**config.mk**
```make
export PLATFORM = sky130hd
export DESIGN_NAME = load_store_unit_flat
export DESIGN_NICKNAME = d
export VERILOG_FILES = /design/src/rtl/load_store_unit_if.sv /design/src/rtl/load_store_unit.sv /design/src/flat_wrapper.sv
export SDC_FILE = /design/constraint.sdc
export NUM_CORES = 1
export LEC_CHECK = 0
export CAP_MARGIN = 0
export CORE_MARGIN = 2
export CORE_UTILIZATION = 43
export CTS_BUF_LIST = sky130_fd_sc_hd__clkbuf_8
export CTS_CLUSTER_DIAMETER = 120
export CTS_CLUSTER_SIZE = 40
export DETAILED_ROUTE_END_ITERATION = 10
export GPL_TIMING_DRIVEN = 0
export PLACE_DENSITY = 0.88
export RECOVER_POWER = 25
export SYNTH_ARGS = -nofsm -noshare
export SYNTH_HDL_FRONTEND = slang
export SYNTH_SLANG_ARGS = --single-unit
```
**constraint.sdc**
```tcl
create_clock -name clk -period 4.1 [get_ports clk]
set_clock_uncertainty 0.2 [all_clocks]
set_input_delay 1.23 -clock clk [delete_from_list [all_inputs] [get_ports clk]]
set_output_delay 1.23 -clock clk [all_outputs]
set_load 0.02 [all_outputs]
```
**src/rtl/load_store_unit_if.sv**
```systemverilog
// Bus bundle between the core execute stage, the load/store unit and memory_controller.
// master = core + memory side driving into the LSU, slave = the LSU itself.
interface load_store_unit_if;
    logic        req_valid;
    logic        req_ready;
    logic        req_we;
    logic [1:0]  req_size;
    logic        req_unsigned;
    logic [31:0] req_addr;
    logic [31:0] req_wdata;
    logic        rsp_valid;
    logic        rsp_ready;
    logic [31:0] rsp_rdata;
    logic [1:0]  rsp_err;
    logic [31:0] mem_addr;
    logic [2:0]  mem_write_enable;
    logic [31:0] mem_data_in;
    logic [31:0] mem_data_out;

    modport master (
        output req_valid, req_we, req_size, req_unsigned, req_addr, req_wdata,
        output rsp_ready, mem_data_out,
        input  req_ready, rsp_valid, rsp_rdata, rsp_err,
        input  mem_addr, mem_write_enable, mem_data_in
    );

    modport slave (
        input  req_valid, req_we, req_size, req_unsigned, req_addr, req_wdata,
        input  rsp_ready, mem_data_out,
        output req_ready, rsp_valid, rsp_rdata, rsp_err,
        output mem_addr, mem_write_enable, mem_data_in
    );
endinterface

```
**src/rtl/load_store_unit.sv**
```systemverilog
// Load/store front end for memory_controller: alignment/region checks, one access cycle, load extension.
// Define LSU_STATS_EN to build the stat_loads/stat_stores/stat_faults counters; otherwise they read 0.
module load_store_unit #(
    parameter logic [3:0] REGION_ROM = 4'h0,
    parameter logic [3:0] REGION_RAM = 4'h1,
    parameter logic [2:0] IO_PREFIX  = 3'b001
) (
    input  logic        clk,
    input  logic        rst_n,
    load_store_unit_if.slave bus,
    output logic [31:0] stat_loads,
    output logic [31:0] stat_stores,
    output logic [31:0] stat_faults
);

    typedef enum logic [1:0] {
        ST_IDLE   = 2'd0,
        ST_ACCESS = 2'd1,
        ST_RESP   = 2'd2
    } state_t;

    state_t      state_r;
    state_t      next_state_s;
    logic        accept_s;
    logic        rsp_done_s;
    logic [1:0]  fault_s;
    logic        we_r;
    logic        uns_r;
    logic        rom_r;
    logic [1:0]  size_r;
    logic [1:0]  off_r;
    logic        rsp_valid_r;
    logic [31:0] rsp_rdata_r;
    logic [1:0]  rsp_err_r;
    logic [31:0] mem_addr_r;
    logic [31:0] mem_data_in_r;
    logic [2:0]  mem_we_r;
    logic [31:0] load_raw_s;
    logic [31:0] load_ext_s;

    // Fault priority: misaligned, then unmapped, then store into ROM.
    function automatic logic [1:0] fault_code(input logic [31:0] addr,
                                              input logic [1:0]  size,
                                              input logic        we);
        logic misaligned;
        logic unmapped;
        case (size)
            2'd0:    misaligned = 1'b0;
            2'd1:    misaligned = addr[0];
            2'd2:    misaligned = (addr[1:0] != 2'b00);
            default: misaligned = 1'b1;
        endcase
        unmapped = (addr[31:28] != REGION_ROM) && (addr[31:28] != REGION_RAM) &&
                   (addr[31:29] != IO_PREFIX);
        if (misaligned) begin
            fault_code = 2'd1;
        end else if (unmapped) begin
            fault_code = 2'd2;
        end else if (we && (addr[31:28] == REGION_ROM)) begin
            fault_code = 2'd3;
        end else begin
            fault_code = 2'd0;
        end
    endfunction

    function automatic logic [2:0] size_strobe(input logic [1:0] size);
        case (size)
            2'd0:    size_strobe = 3'b100;
            2'd1:    size_strobe = 3'b010;
            2'd2:    size_strobe = 3'b001;
            default: size_strobe = 3'b000;
        endcase
    endfunction

    function automatic logic [31:0] extend(input logic [31:0] raw,
                                           input logic [1:0]  size,
                                           input logic        uns);
        case (size)
            2'd0:    extend = {{24{~uns & raw[7]}}, raw[7:0]};
            2'd1:    extend = {{16{~uns & raw[15]}}, raw[15:0]};
            default: extend = raw;
        endcase
    endfunction

    assign accept_s   = bus.req_valid && (state_r == ST_IDLE);
    assign rsp_done_s = (state_r == ST_RESP) && bus.rsp_ready;
    assign fault_s    = fault_code(bus.req_addr, bus.req_size, bus.req_we);

    // State register.
    always_ff @(posedge clk or negedge rst_n) begin
        if (!rst_n) begin
            state_r <= ST_IDLE;
        end else begin
            state_r <= next_state_s;
        end
    end

    // Next-state logic; faulted requests skip the access cycle.
    always_comb begin
        next_state_s = state_r;
        case (state_r)
            ST_IDLE: begin
                if (accept_s) begin
                    next_state_s = (fault_s != 2'd0) ? ST_RESP : ST_ACCESS;
                end else begin
                    next_state_s = ST_IDLE;
                end
            end
            ST_ACCESS: next_state_s = ST_RESP;
            ST_RESP: begin
                if (bus.rsp_ready) begin
                    next_state_s = ST_IDLE;
                end else begin
                    next_state_s = ST_RESP;
                end
            end
            default: next_state_s = ST_IDLE;
        endcase
    end

    // ROM hands back the full word, so only ROM loads need the lane shift here.
    always_comb begin
        load_raw_s = bus.mem_data_out;
        if (rom_r) begin
            load_raw_s = bus.mem_data_out >> {off_r, 3'b000};
        end else begin
            load_raw_s = bus.mem_data_out;
        end
        load_ext_s = extend(load_raw_s, size_r, uns_r);
    end

    // Request attributes captured at the handshake for the access and response.
    always_ff @(posedge clk or negedge rst_n) begin
        if (!rst_n) begin
            we_r   <= 1'b0;
            uns_r  <= 1'b0;
            rom_r  <= 1'b0;
            size_r <= 2'd0;
            off_r  <= 2'd0;
        end else if (accept_s) begin
            we_r   <= bus.req_we;
            uns_r  <= bus.req_unsigned;
            rom_r  <= (bus.req_addr[31:28] == REGION_ROM);
            size_r <= bus.req_size;
            off_r  <= bus.req_addr[1:0];
        end
    end

    // Memory drive: non-zero only during the single access cycle.
    always_ff @(posedge clk or negedge rst_n) begin
        if (!rst_n) begin
            mem_addr_r    <= 32'h0000_0000;
            mem_data_in_r <= 32'h0000_0000;
            mem_we_r      <= 3'b000;
        end else if (accept_s && (fault_s == 2'd0)) begin
            mem_addr_r    <= bus.req_addr;
            mem_data_in_r <= bus.req_wdata;
            mem_we_r      <= bus.req_we ? size_strobe(bus.req_size) : 3'b000;
        end else begin
            mem_addr_r    <= 32'h0000_0000;
            mem_data_in_r <= 32'h0000_0000;
            mem_we_r      <= 3'b000;
        end
    end

    // Response register: held stable until the consumer takes it.
    always_ff @(posedge clk or negedge rst_n) begin
        if (!rst_n) begin
            rsp_valid_r <= 1'b0;
            rsp_rdata_r <= 32'h0000_0000;
            rsp_err_r   <= 2'd0;
        end else if (accept_s && (fault_s != 2'd0)) begin
            rsp_valid_r <= 1'b1;
            rsp_rdata_r <= 32'h0000_0000;
            rsp_err_r   <= fault_s;
        end else if (state_r == ST_ACCESS) begin
            rsp_valid_r <= 1'b1;
            rsp_rdata_r <= we_r ? 32'h0000_0000 : load_ext_s;
            rsp_err_r   <= 2'd0;
        end else if (rsp_done_s) begin
            rsp_valid_r <= 1'b0;
        end
    end

`ifdef LSU_STATS_EN
    logic [31:0] loads_r;
    logic [31:0] stores_r;
    logic [31:0] faults_r;

    // Counters advance at the response handshake and wrap freely.
    always_ff @(posedge clk or negedge rst_n) begin
        if (!rst_n) begin
            loads_r  <= 32'h0000_0000;
            stores_r <= 32'h0000_0000;
            faults_r <= 32'h0000_0000;
        end else if (rsp_done_s) begin
            if (rsp_err_r != 2'd0) begin
                faults_r <= faults_r + 32'd1;
            end else if (we_r) begin
                stores_r <= stores_r + 32'd1;
            end else begin
                loads_r <= loads_r + 32'd1;
            end
        end
    end

    assign stat_loads  = loads_r;
    assign stat_stores = stores_r;
    assign stat_faults = faults_r;
`else
    assign stat_loads  = 32'h0000_0000;
    assign stat_stores = 32'h0000_0000;
    assign stat_faults = 32'h0000_0000;
`endif

    assign bus.req_ready        = (state_r == ST_IDLE);
    assign bus.rsp_valid        = rsp_valid_r;
    assign bus.rsp_rdata        = rsp_rdata_r;
    assign bus.rsp_err          = rsp_err_r;
    assign bus.mem_addr         = mem_addr_r;
    assign bus.mem_write_enable = mem_we_r;
    assign bus.mem_data_in      = mem_data_in_r;

endmodule

```
**src/flat_wrapper.sv**
```systemverilog
// flat-port wrapper written by rule: the top's interface ports become plain ports
module load_store_unit_flat 
#(
    parameter logic [3:0] REGION_ROM = 4'h0,
    parameter logic [3:0] REGION_RAM = 4'h1,
    parameter logic [2:0] IO_PREFIX  = 3'b001
)
  (clk, rst_n, stat_loads, stat_stores, stat_faults, bus_req_valid, bus_req_we, bus_req_size, bus_req_unsigned, bus_req_addr, bus_req_wdata, bus_rsp_ready, bus_mem_data_out, bus_req_ready, bus_rsp_valid, bus_rsp_rdata, bus_rsp_err, bus_mem_addr, bus_mem_write_enable, bus_mem_data_in);
  load_store_unit_if bus_i ();
  input  logic clk;
  input  logic rst_n;
  output logic [31:0] stat_loads;
  output logic [31:0] stat_stores;
  output logic [31:0] stat_faults;
  input wire logic [$bits(bus_i.req_valid)-1:0] bus_req_valid;
  input wire logic [$bits(bus_i.req_we)-1:0] bus_req_we;
  input wire logic [$bits(bus_i.req_size)-1:0] bus_req_size;
  input wire logic [$bits(bus_i.req_unsigned)-1:0] bus_req_unsigned;
  input wire logic [$bits(bus_i.req_addr)-1:0] bus_req_addr;
  input wire logic [$bits(bus_i.req_wdata)-1:0] bus_req_wdata;
  input wire logic [$bits(bus_i.rsp_ready)-1:0] bus_rsp_ready;
  input wire logic [$bits(bus_i.mem_data_out)-1:0] bus_mem_data_out;
  output wire logic [$bits(bus_i.req_ready)-1:0] bus_req_ready;
  output wire logic [$bits(bus_i.rsp_valid)-1:0] bus_rsp_valid;
  output wire logic [$bits(bus_i.rsp_rdata)-1:0] bus_rsp_rdata;
  output wire logic [$bits(bus_i.rsp_err)-1:0] bus_rsp_err;
  output wire logic [$bits(bus_i.mem_addr)-1:0] bus_mem_addr;
  output wire logic [$bits(bus_i.mem_write_enable)-1:0] bus_mem_write_enable;
  output wire logic [$bits(bus_i.mem_data_in)-1:0] bus_mem_data_in;
  assign bus_i.req_valid = bus_req_valid;
  assign bus_i.req_we = bus_req_we;
  assign bus_i.req_size = bus_req_size;
  assign bus_i.req_unsigned = bus_req_unsigned;
  assign bus_i.req_addr = bus_req_addr;
  assign bus_i.req_wdata = bus_req_wdata;
  assign bus_i.rsp_ready = bus_rsp_ready;
  assign bus_i.mem_data_out = bus_mem_data_out;
  assign bus_req_ready = bus_i.req_ready;
  assign bus_rsp_valid = bus_i.rsp_valid;
  assign bus_rsp_rdata = bus_i.rsp_rdata;
  assign bus_rsp_err = bus_i.rsp_err;
  assign bus_mem_addr = bus_i.mem_addr;
  assign bus_mem_write_enable = bus_i.mem_write_enable;
  assign bus_mem_data_in = bus_i.mem_data_in;
  load_store_unit #(.REGION_ROM(REGION_ROM), .REGION_RAM(REGION_RAM), .IO_PREFIX(IO_PREFIX)) u_core (.clk(clk), .rst_n(rst_n), .bus(bus_i), .stat_loads(stat_loads), .stat_stores(stat_stores), .stat_faults(stat_faults));
endmodule
```
==> results of run 1 <==
-- where the power goes --
group / internal [mW] / switching (mW) / leakage [nW]
clock: 0.265 / 0.399 / 0.0985
sequential: 1.15 / 0.0409 / 1.52
combinational: 0.364 / 0.430 / 2.47
total: 1.78 / 0.871 / 4.09
-- how the worst min path moves through the flow --
stage,startpoint,end,slack (ps),cells past startpoint
2_1_floorplan,u_core.we_r,u_core.we_r,240,2
3_3_place_gp,u_core.we_r,u_core.we_r,260,2
3_5_place_dp,u_core.bus.rsp_rdata[1],u_core.bus.rsp_rdata[1],270,1
4_1_cts,u_core.bus.rsp_rdata[1],u_core.bus.rsp_rdata[1],290,1
5_1_grt,u_core.bus.rsp_rdata[1],u_core.bus.rsp_rdata[1],310,1
6_report,u_core.bus.rsp_rdata[1],u_core.bus.rsp_rdata[1],280,1
-- through the flow --
stage | utilization | area, um2 | cells | setup WS [ps]
4_1_cts | 0.666 | 8340 | 1000 | 933
2_1_floorplan | - | 5840 | 605 | 1550
5_1_grt | 0.666 | 8340 | 1000 | 875
3_5_place_dp | 0.651 | 8150 | 984 | 792
3_3_place_gp | 0.649 | 8120 | 983 | -2560
6_report | 0.666 | 8340 | 1000 | 966
-- layout make-up --
type	instances	area (um2)
fillers	1021	4180
flip-flops and latches	111	2780
multi-input cells	365	2180
repair buffers	207	2080
plain buffers	120	851
well taps	172	215
clock buffers	11	151
clock inverters	5	45.0
inverters	9	33.8
-- metal layers --
| metal | wire length, um | GRT usage | vias up |
|---|---|---|---|
| li1 | - | - | 2149 |
| met1 | 5590 | 0.241 | 2097 |
| met2 | 7950 | 0.399 | 168 |
| met3 | 1140 | 0.0618 | 15 |
| met4 | 267 | 0.0855 | 0 |
| met5 | 0 | 0 | - |
-- logic make-up (layout without fill, tap and decap cells) --
logic type,Yosys count,count (layout),share of synthesized area
compound gates,108,108,0.154
buf+inv,129,352,0.161
flops,111,111,0.507
mux,1,1,0.00183
other cells,1,98,0.000684
simple gates,158,158,0.175
-- cell usage after synthesis (4+ instances only) --
library cell  number  area [um2]
nand2_1           35         131
inv_1              9        33.8
nor2_2             5        31.3
and2_1            64         400
a21o_1             7        52.6
nor2b_1           23         144
nand3b_1           9        67.6
dfrtp_1          111        2780
o21ai_0           23         115
a221o_1           16         160
nand2b_1           4        25.0
a21oi_1           31         155
o2bb2ai_2          8         120
o221a_2            8        90.1
buf_4            100         751
buf_2              8        40.0
clkbuf_1          10        37.5
-- registers in the layout, indices dropped and copies added, names as in the netlist --
signal and flops:
u_core.bus.rsp_err 2, u_core.rom_r 1, u_core.bus.mem_data_in 32, u_core.state_r 2, u_core.size_r 2, u_core.we_r 1
u_core.bus.mem_addr 32, u_core.bus.mem_write_enable 3, u_core.bus.rsp_rdata 32, u_core.bus.rsp_valid 1, u_core.off_r 2, u_core.uns_r 1
==> flow_summary_export.csv, run 1 <==
group,metric,value,unit
setup_path,worstPathCellList,"nor2_2, clkdlybuf4s50_1",
sta,slew_headroom,-0.0382,
clock_network,postCtsHoldBufs,0,
drt,vias,4429,
placement,dpl.hpwl,11.9,mm
clock_network,cts_max_path_buffers,2,
clock_network,numClockSinks,111,
global_route,grt_pass1_wl,22.4,mm
synthesis,synth_seq_area_share,0.507,
global_route,grt_pass1_vias,4238,
drt,antenna_left,0,
setup_path,worstPathRequired,2670,ps
setup_path,critPathArrivalTime,1700,ps
setup_path,crit_path_max_incr_delay,660,ps
clock_network,ctsResizeCount,0,
synthesis,synth_edf_count,0,
power_and_ir_drop,finalPower,2.65,mW
final_layout,final_common_cell,"clkdlybuf4s50_1",
global_route,grt_max_degree,62,
sta,setup_violations,0,
global_route,antenna_found_initial,0,
min_path,hold_class,"reg -> reg",
synthesis,syn_area,0.00548,mm2
drt,drt_iter0_markers,252,
floorplan,die_h,117,um
setup_path,end_kind,"primary output",
setup_path,startpoint_type,"flip-flop",
run_status,status,"finished, violations left",
sta,hold_violations,0,
drt,drtPass1Iterations,4,
setup_path,r2r-start,"u_core.off_r[1]",
job,drv_cap,1,
drt,routed_wl,14.9,mm
clock_network,htreeDepth,3,
setup_path,cp_num_cells,2,
setup_path,reg2reg_slack,1960,ps
placement,gp_congestion,0.893,
sta,period_share,0.764,
floorplan,start_util,0.438,
synthesis,async_flop_share,1.00,
sta,fmax,319,MHz
final_layout,antennaDiodeCount,0,
setup_path,regToRegEndpoint,"u_core.bus.rsp_rdata[25]",
synthesis,avgSynthCellArea,10.8,um2
sta,fin_hold_ws,283,ps
setup_path,path_delay_family,"buffers and inverters",
drt,drc_errors,0,
drt,routed_via_density,4.43,
clock_network,cts_tree,"built",
global_route,track_usage,0.219,
clock_network,cts_setup_buffers,0,
run_status,violations,"capacitance limit, slew limit",
setup_path,critical_path.slowest_cell,"clkdlybuf4s50_1",
floorplan,row_count,41,
synthesis,synth_cells,508,
setup_path,worstSetupPathType,"reg -> out",
power_and_ir_drop,peakVddDrop,0.186,mV
sta,finalCriticalPeriod,3130,ps
floorplan,ios,303,
floorplan,die_w,117,um
setup_path,reg2reg_depth,5,
clock_network,cts_buffers,9,
sta,final-max-slew-violation-count,61,
sta,worst_slew_pin_slew,1560,ps
floorplan,core-area,0.0125,mm2
synthesis,synth_flop_cell,"dfrtp_1",
synthesis,ys_seq_elements,111,
final_layout,drive_above_1_share,0.193,
clock_network,ctsRootBufferMaster,"clkbuf_8",
clock_network,insertion_delay,390,ps
sta,final.setup.tns,0,ps
final_layout,most-common-layout-cells,"clkdlybuf4s50_1 (205), dfrtp_1 (111), buf_4 (100)",
final_layout,final_nets,927,
power_and_ir_drop,powerDensity,318,mW/mm2
placement,io_buffers,206,
setup_path,cp_num_buf_inv,1,
setup_path,critPathMaxFanout,5,
power_and_ir_drop,p_leak,4.09,nW
drt,wire_per_inst,14.9,um
floorplan,dieArea,0.0137,mm2
sta,rsz0062_at_grt,"false",
clock_network,cts.reportedPaths.clkPinSlew,100,ps
synthesis,synth_cell_types,45,
final_layout,areaGrowthSynthToFinish,52.2,%
synthesis,synth_warnings,0,
setup_path,startpoint,"u_core.state_r[1]",
global_route,gr-total-overflow,0,
setup_path,cp-endpoint,"bus_req_ready",
Power figures use the tool's default switching activity.
==> inputs of run 2 (changes only) <==
- CORE_UTILIZATION: 43 -> 36
- PLACE_DENSITY: 0.88 -> 0.79
- clock period: 4.1 -> 2.6 ns (I/O delays scaled with it)
==> flow_summary_export.csv, run 2 (synthesis results as in run 1) <==
group,metric,value,unit
power_and_ir_drop,sw_frac_of_total,0.332,
setup_path,startpoint,"bus_mem_data_out[31]",
global_route,grt_pass1_vias,4270,
drt,routed_via_density,4.29,
power_and_ir_drop,peakVddDrop,0.272,mV
sta,final-max-slew-violation-count,59,
floorplan,dieArea,0.0162,mm2
clock_network,cts_buffers,9,
sta,rsz0062_at_grt,"false",
setup_path,critPathMaxFanout,8,
clock_network,cts_tree,"built",
clock_network,numClockSinks,111,
clock_network,insertion_delay,380,ps
final_layout,drive_above_1_share,0.194,
floorplan,core-area,0.0150,mm2
setup_path,end_kind,"flip-flop",
floorplan,die_h,127,um
drt,antenna_left,0,
min_path,hold_class,"reg -> reg",
sta,fmax,397,MHz
final_layout,antennaDiodeCount,0,
drt,drt_iter0_markers,253,
global_route,track_usage,0.183,
setup_path,startpoint_type,"input pin",
floorplan,row_count,45,
final_layout,most-common-layout-cells,"clkdlybuf4s50_1 (204), dfrtp_1 (111), buf_4 (100)",
clock_network,cts_max_path_buffers,2,
min_path,hp-start,"u_core.we_r",
run_status,violations,"capacitance limit, slew limit",
final_layout,final_nets,928,
final_layout,final_cells,1017,
global_route,antenna_found_initial,0,
power_and_ir_drop,powerDensity,498,mW/mm2
sta,setup_violations,0,
final_layout,fillers,1348,
final_layout,final_util,0.557,
clock_network,htreeDepth,3,
final_layout,final_common_cell,"clkdlybuf4s50_1",
drt,vias,4360,
clock_network,ctsRootBufferMaster,"clkbuf_8",
power_and_ir_drop,p_leak,4.10,nW
power_and_ir_drop,combPwrFrac,0.301,
final_layout,fin_area,0.00838,mm2
setup_path,r2r-start,"u_core.off_r[1]",
sta,finalCriticalPeriod,2520,ps
setup_path,critPathArrivalTime,2650,ps
final_layout,seqCellArea,0.00278,mm2
run_status,status,"finished, violations left",
setup_path,worstPathRequired,2730,ps
final_layout,areaGrowthSynthToFinish,52.9,%
sta,slew_headroom,-0.0268,
final_layout,multi_input_area,0.00218,mm2
sta,period_share,0.968,
floorplan,ios,303,
setup_path,reg2reg_slack,460,ps
global_route,grt_pass1_wl,22.9,mm
placement,dp_cells,1000,
drt,drtPass1Iterations,4,
power_and_ir_drop,net-switching-power,1.39,mW
placement,io_buffers,206,
sta,worst_slew_pin_slew,1540,ps
power_and_ir_drop,pwr-share-clk,0.249,
power_and_ir_drop,power.internal,2.79,mW
floorplan,die_w,127,um
clock_network,postCtsHoldBufs,0,
setup_path,worstSetupPathType,"in -> reg",
floorplan,start_util,0.364,
placement,gp_congestion,0.873,
drt,wire_per_inst,14.5,um
drt,drc_errors,0,
power_and_ir_drop,power.sequential.fraction,0.450,
placement,dpl.hpwl,11.7,mm
sta,hold_violations,0,
clock_network,cts.reportedPaths.clkPinSlew,110,ps
job,drv_cap,1,
drt,routed_wl,14.8,mm
global_route,grt_max_degree,60,
placement,placedInstanceArea,0.00817,mm2
global_route,gr-total-overflow,0,
==> run 2: area by class of cell <==
cell class	instances	share of cell area
sequential	111	0.332
clock buffer	10	0.0164
clock inverter	6	0.00702
inverter	9	0.00403
tap	188	0.0281
multi-input combinational	365	0.260
timing repair buffer	208	0.251
buffer	120	0.102
==> run 2: final timing paths <==
kind	to	cells after the start
worst max-delay path	u_core.bus.rsp_rdata[30]	6
min in group asynchronous	u_core.bus.mem_data_in[1]	1
worst max register to register	u_core.bus.rsp_rdata[30]	5
worst min register to register	u_core.we_r	2
max in group asynchronous	u_core.bus.mem_data_in[16]	2
worst min-delay path	u_core.we_r	2
==> run 2: power by group through the flow <==
stage               clock [mW]  sequential (mW)  combinational, mW
global route              1.17             1.89               1.36
global placement             0             1.91               1.24
detailed placement           0             1.91               1.25
finish                    1.04             1.88               1.25
CTS                       1.09             1.88               1.26
floorplan                    0             1.98              0.693
==> run 2: metal layers <==
layer,up-vias,part of all wire,track usage
met2,165,0.51,0.309
met3,23,0.073,0.0482
met1,2027,0.39,0.223
li1,2145,-,-
met5,-,0,0
met4,0,0.023,0.0737
==> run 2: what timing repair did <==
item,in CTS,in global routing
endpoints found under the setup margin,1,14
pin swaps,0,1
gates resized for setup,1,0
buffers inserted,0,1
==> run 2: through the flow <==
stage	hold slack (ps)	power (mW)	setup TNS, ps	setup slack, ps
2_1_floorplan	239	2.68	0	500
3_3_place_gp	254	3.15	-436330	-3710
3_5_place_dp	260	3.17	-26750	-392
4_1_cts	265	4.23	0	40.5
5_1_grt	318	4.42	0	16.7
6_report	287	4.17	0	83.9
==> run 2: critical path: stages <==
cell             delay (ps)
clkdlybuf4s50_1         620
mux2i_1                 160
nor2_2                  210
nor4_4                   70
nor3_2                  570
a221o_1                 220
==> inputs of run 3 (changes only) <==
- CORE_UTILIZATION: 36 -> 29
- PLACE_DENSITY: 0.79 -> 0.66
==> flow_summary_export.csv, run 3 (synthesis results as in run 1) <==
group,metric,value,unit
setup_path,critPathArrivalTime,2610,ps
sta,slew_headroom,0.448,
clock_network,insertion_delay,390,ps
placement,gp_congestion,0.842,
global_route,track_usage,0.150,
clock_network,ctsRootBufferMaster,"clkbuf_8",
sta,fmax,403,MHz
floorplan,die_w,141,um
power_and_ir_drop,peakVddDrop,0.246,mV
setup_path,reg2reg_slack,470,ps
final_layout,final_cells,1065,
setup_path,regToRegEndpoint,"u_core.bus.rsp_rdata[31]",
setup_path,reg2reg_depth,5,
floorplan,row_count,50,
min_path,holdPathStages,2,
job,drv_cap,0,
drt,dr_wl_met2,7.78,mm
power_and_ir_drop,powerDensity,505,mW/mm2
floorplan,dieArea,0.0200,mm2
final_layout,final_nets,930,
floorplan,ios,303,
global_route,gr-total-overflow,0,
global_route,antenna_found_initial,0,
setup_path,startpoint_type,"input pin",
sta,finalCriticalPeriod,2480,ps
drt,dr.max_layer_used,"met4",
drt,drt_iter0_markers,149,
global_route,grt_max_degree,92,
sta,setup_violations,0,
drt,drt-met1-wl,6.19,mm
floorplan,die_h,141,um
setup_path,critPathMaxFanout,10,
drt,routed_wl,15.2,mm
clock_network,cts.reportedPaths.clkPinSlew,110,ps
setup_path,r2r-start,"u_core.off_r[1]",
placement,dpl.hpwl,12.0,mm
global_route,grt_pass1_vias,4156,
min_path,hold_class,"reg -> reg",
clock_network,cts_tree,"built",
clock_network,numClockSinks,111,
final_layout,most-common-layout-cells,"clkdlybuf4s50_1 (204), dfrtp_1 (111), buf_4 (102)",
setup_path,end_kind,"flip-flop",
floorplan,core-area,0.0186,mm2
drt,drtPass1Iterations,4,
sta,final-max-slew-violation-count,0,
drt,vias,4364,
clock_network,cts_max_path_buffers,2,
placement,io_buffers,206,
final_layout,drive_above_1_share,0.196,
drt,wl_met3,973,um
run_status,status,"finished, final reports clean",
clock_network,htreeDepth,3,
sta,period_share,0.953,
sta,worst_slew_pin_slew,828,ps
final_layout,final_common_cell,"clkdlybuf4s50_1",
drt,antenna_left,0,
final_layout,final_util,0.453,
power_and_ir_drop,p_leak,4.11,nW
sta,rsz0062_at_grt,"false",
floorplan,start_util,0.294,
placement,dp_cells,1046,
clock_network,cts_buffers,9,
setup_path,worstSetupPathType,"in -> reg",
final_layout,areaGrowthSynthToFinish,54.1,%
placement,placedInstanceArea,0.00823,mm2
min_path,min_delay_worst_endpoint,"u_core.we_r",
final_layout,fin_area,0.00845,mm2
sta,hold_violations,0,
drt,drc_errors,0,
setup_path,worstPathRequired,2730,ps
final_layout,antennaDiodeCount,0,
global_route,grt_pass1_wl,23.2,mm
min_path,hp-start,"u_core.we_r",
drt,wire_per_inst,14.3,um
drt,routed_via_density,4.10,
[run 3: cell count changes in the layout (fill, tap and decap cells not counted), sizes merged]
cell,delta
clkinv,-1
dlygate4sd3,+1
bufinv,+1
clkbuf,-2
buf,+2
clkinvlp,+1
[run 3: area by class of cell]
cell class | count | area [um2]
inverters | 9 | 33.8
fillers | 1767 | 10200
repair buffers | 210 | 2100
clock inverters | 7 | 86.3
well taps | 234 | 293
plain buffers | 120 | 852
flip-flops and latches | 111 | 2780
multi-input cells | 365 | 2180
clock buffers | 9 | 124
[run 3: report_power, final]
group	switching, mW	internal (mW)	total [mW]	leakage (nW)
logic	0.685	0.571	1.26	2.48
clock network	0.666	0.466	1.13	0.104
registers	0.0619	1.82	1.88	1.52
total	1.41	2.86	4.27	4.11
[run 3: timing repair]
item,in CTS,in global routing
setup endpoints to repair,3,1
resized for setup,1,2
hold endpoints to repair,14,0
pin swaps,1,0
buffers inserted,2,0
hold buffers,1,0
[run 3: per-layer routing]
metal | up-vias | global-route usage
met5 | - | 0
met3 | 18 | 0.0405
met2 | 152 | 0.260
met1 | 2041 | 0.177
li1 | 2153 | -
met4 | 0 | 0.0595
[run 3: stage by stage]
| step | power [mW] | worst slack [ps] | setup TNS [ps] | hold WS (ps) |
|---|---|---|---|---|
| after global placement | 3.16 | -3970 | -466980 | 254 |
| after global routing | 4.50 | 6.22 | 0 | 318 |
| after floorplan | 2.68 | 500 | 0 | 239 |
| final | 4.27 | 122 | 0 | 285 |
| after CTS | 4.34 | 119 | 0 | 292 |
| after detailed placement | 3.17 | -429 | -29990 | 263 |
[run 3: worst max path at each step]
stage,from,endpoint,slack (ps)
2_1_floorplan,bus_req_addr[29],u_core.bus.rsp_rdata[12],500
3_3_place_gp,rst_n,u_core.bus.mem_data_in[16],-3970
3_5_place_dp,bus_req_addr[28],u_core.bus.mem_data_in[21],-430
4_1_cts,u_core.bus.rsp_rdata[23],bus_rsp_rdata[23],120
5_1_grt,bus_req_addr[28],u_core.bus.mem_data_in[18],6
6_report,bus_req_addr[28],u_core.bus.rsp_rdata[25],120
[run 3: critical path: stages]
cell,delay (ps)
clkdlybuf4s50_1,530
nor2_1,60
a211o_1,350
o21a_1,220
nor2_4,220
buf_2,280
a221o_1,170
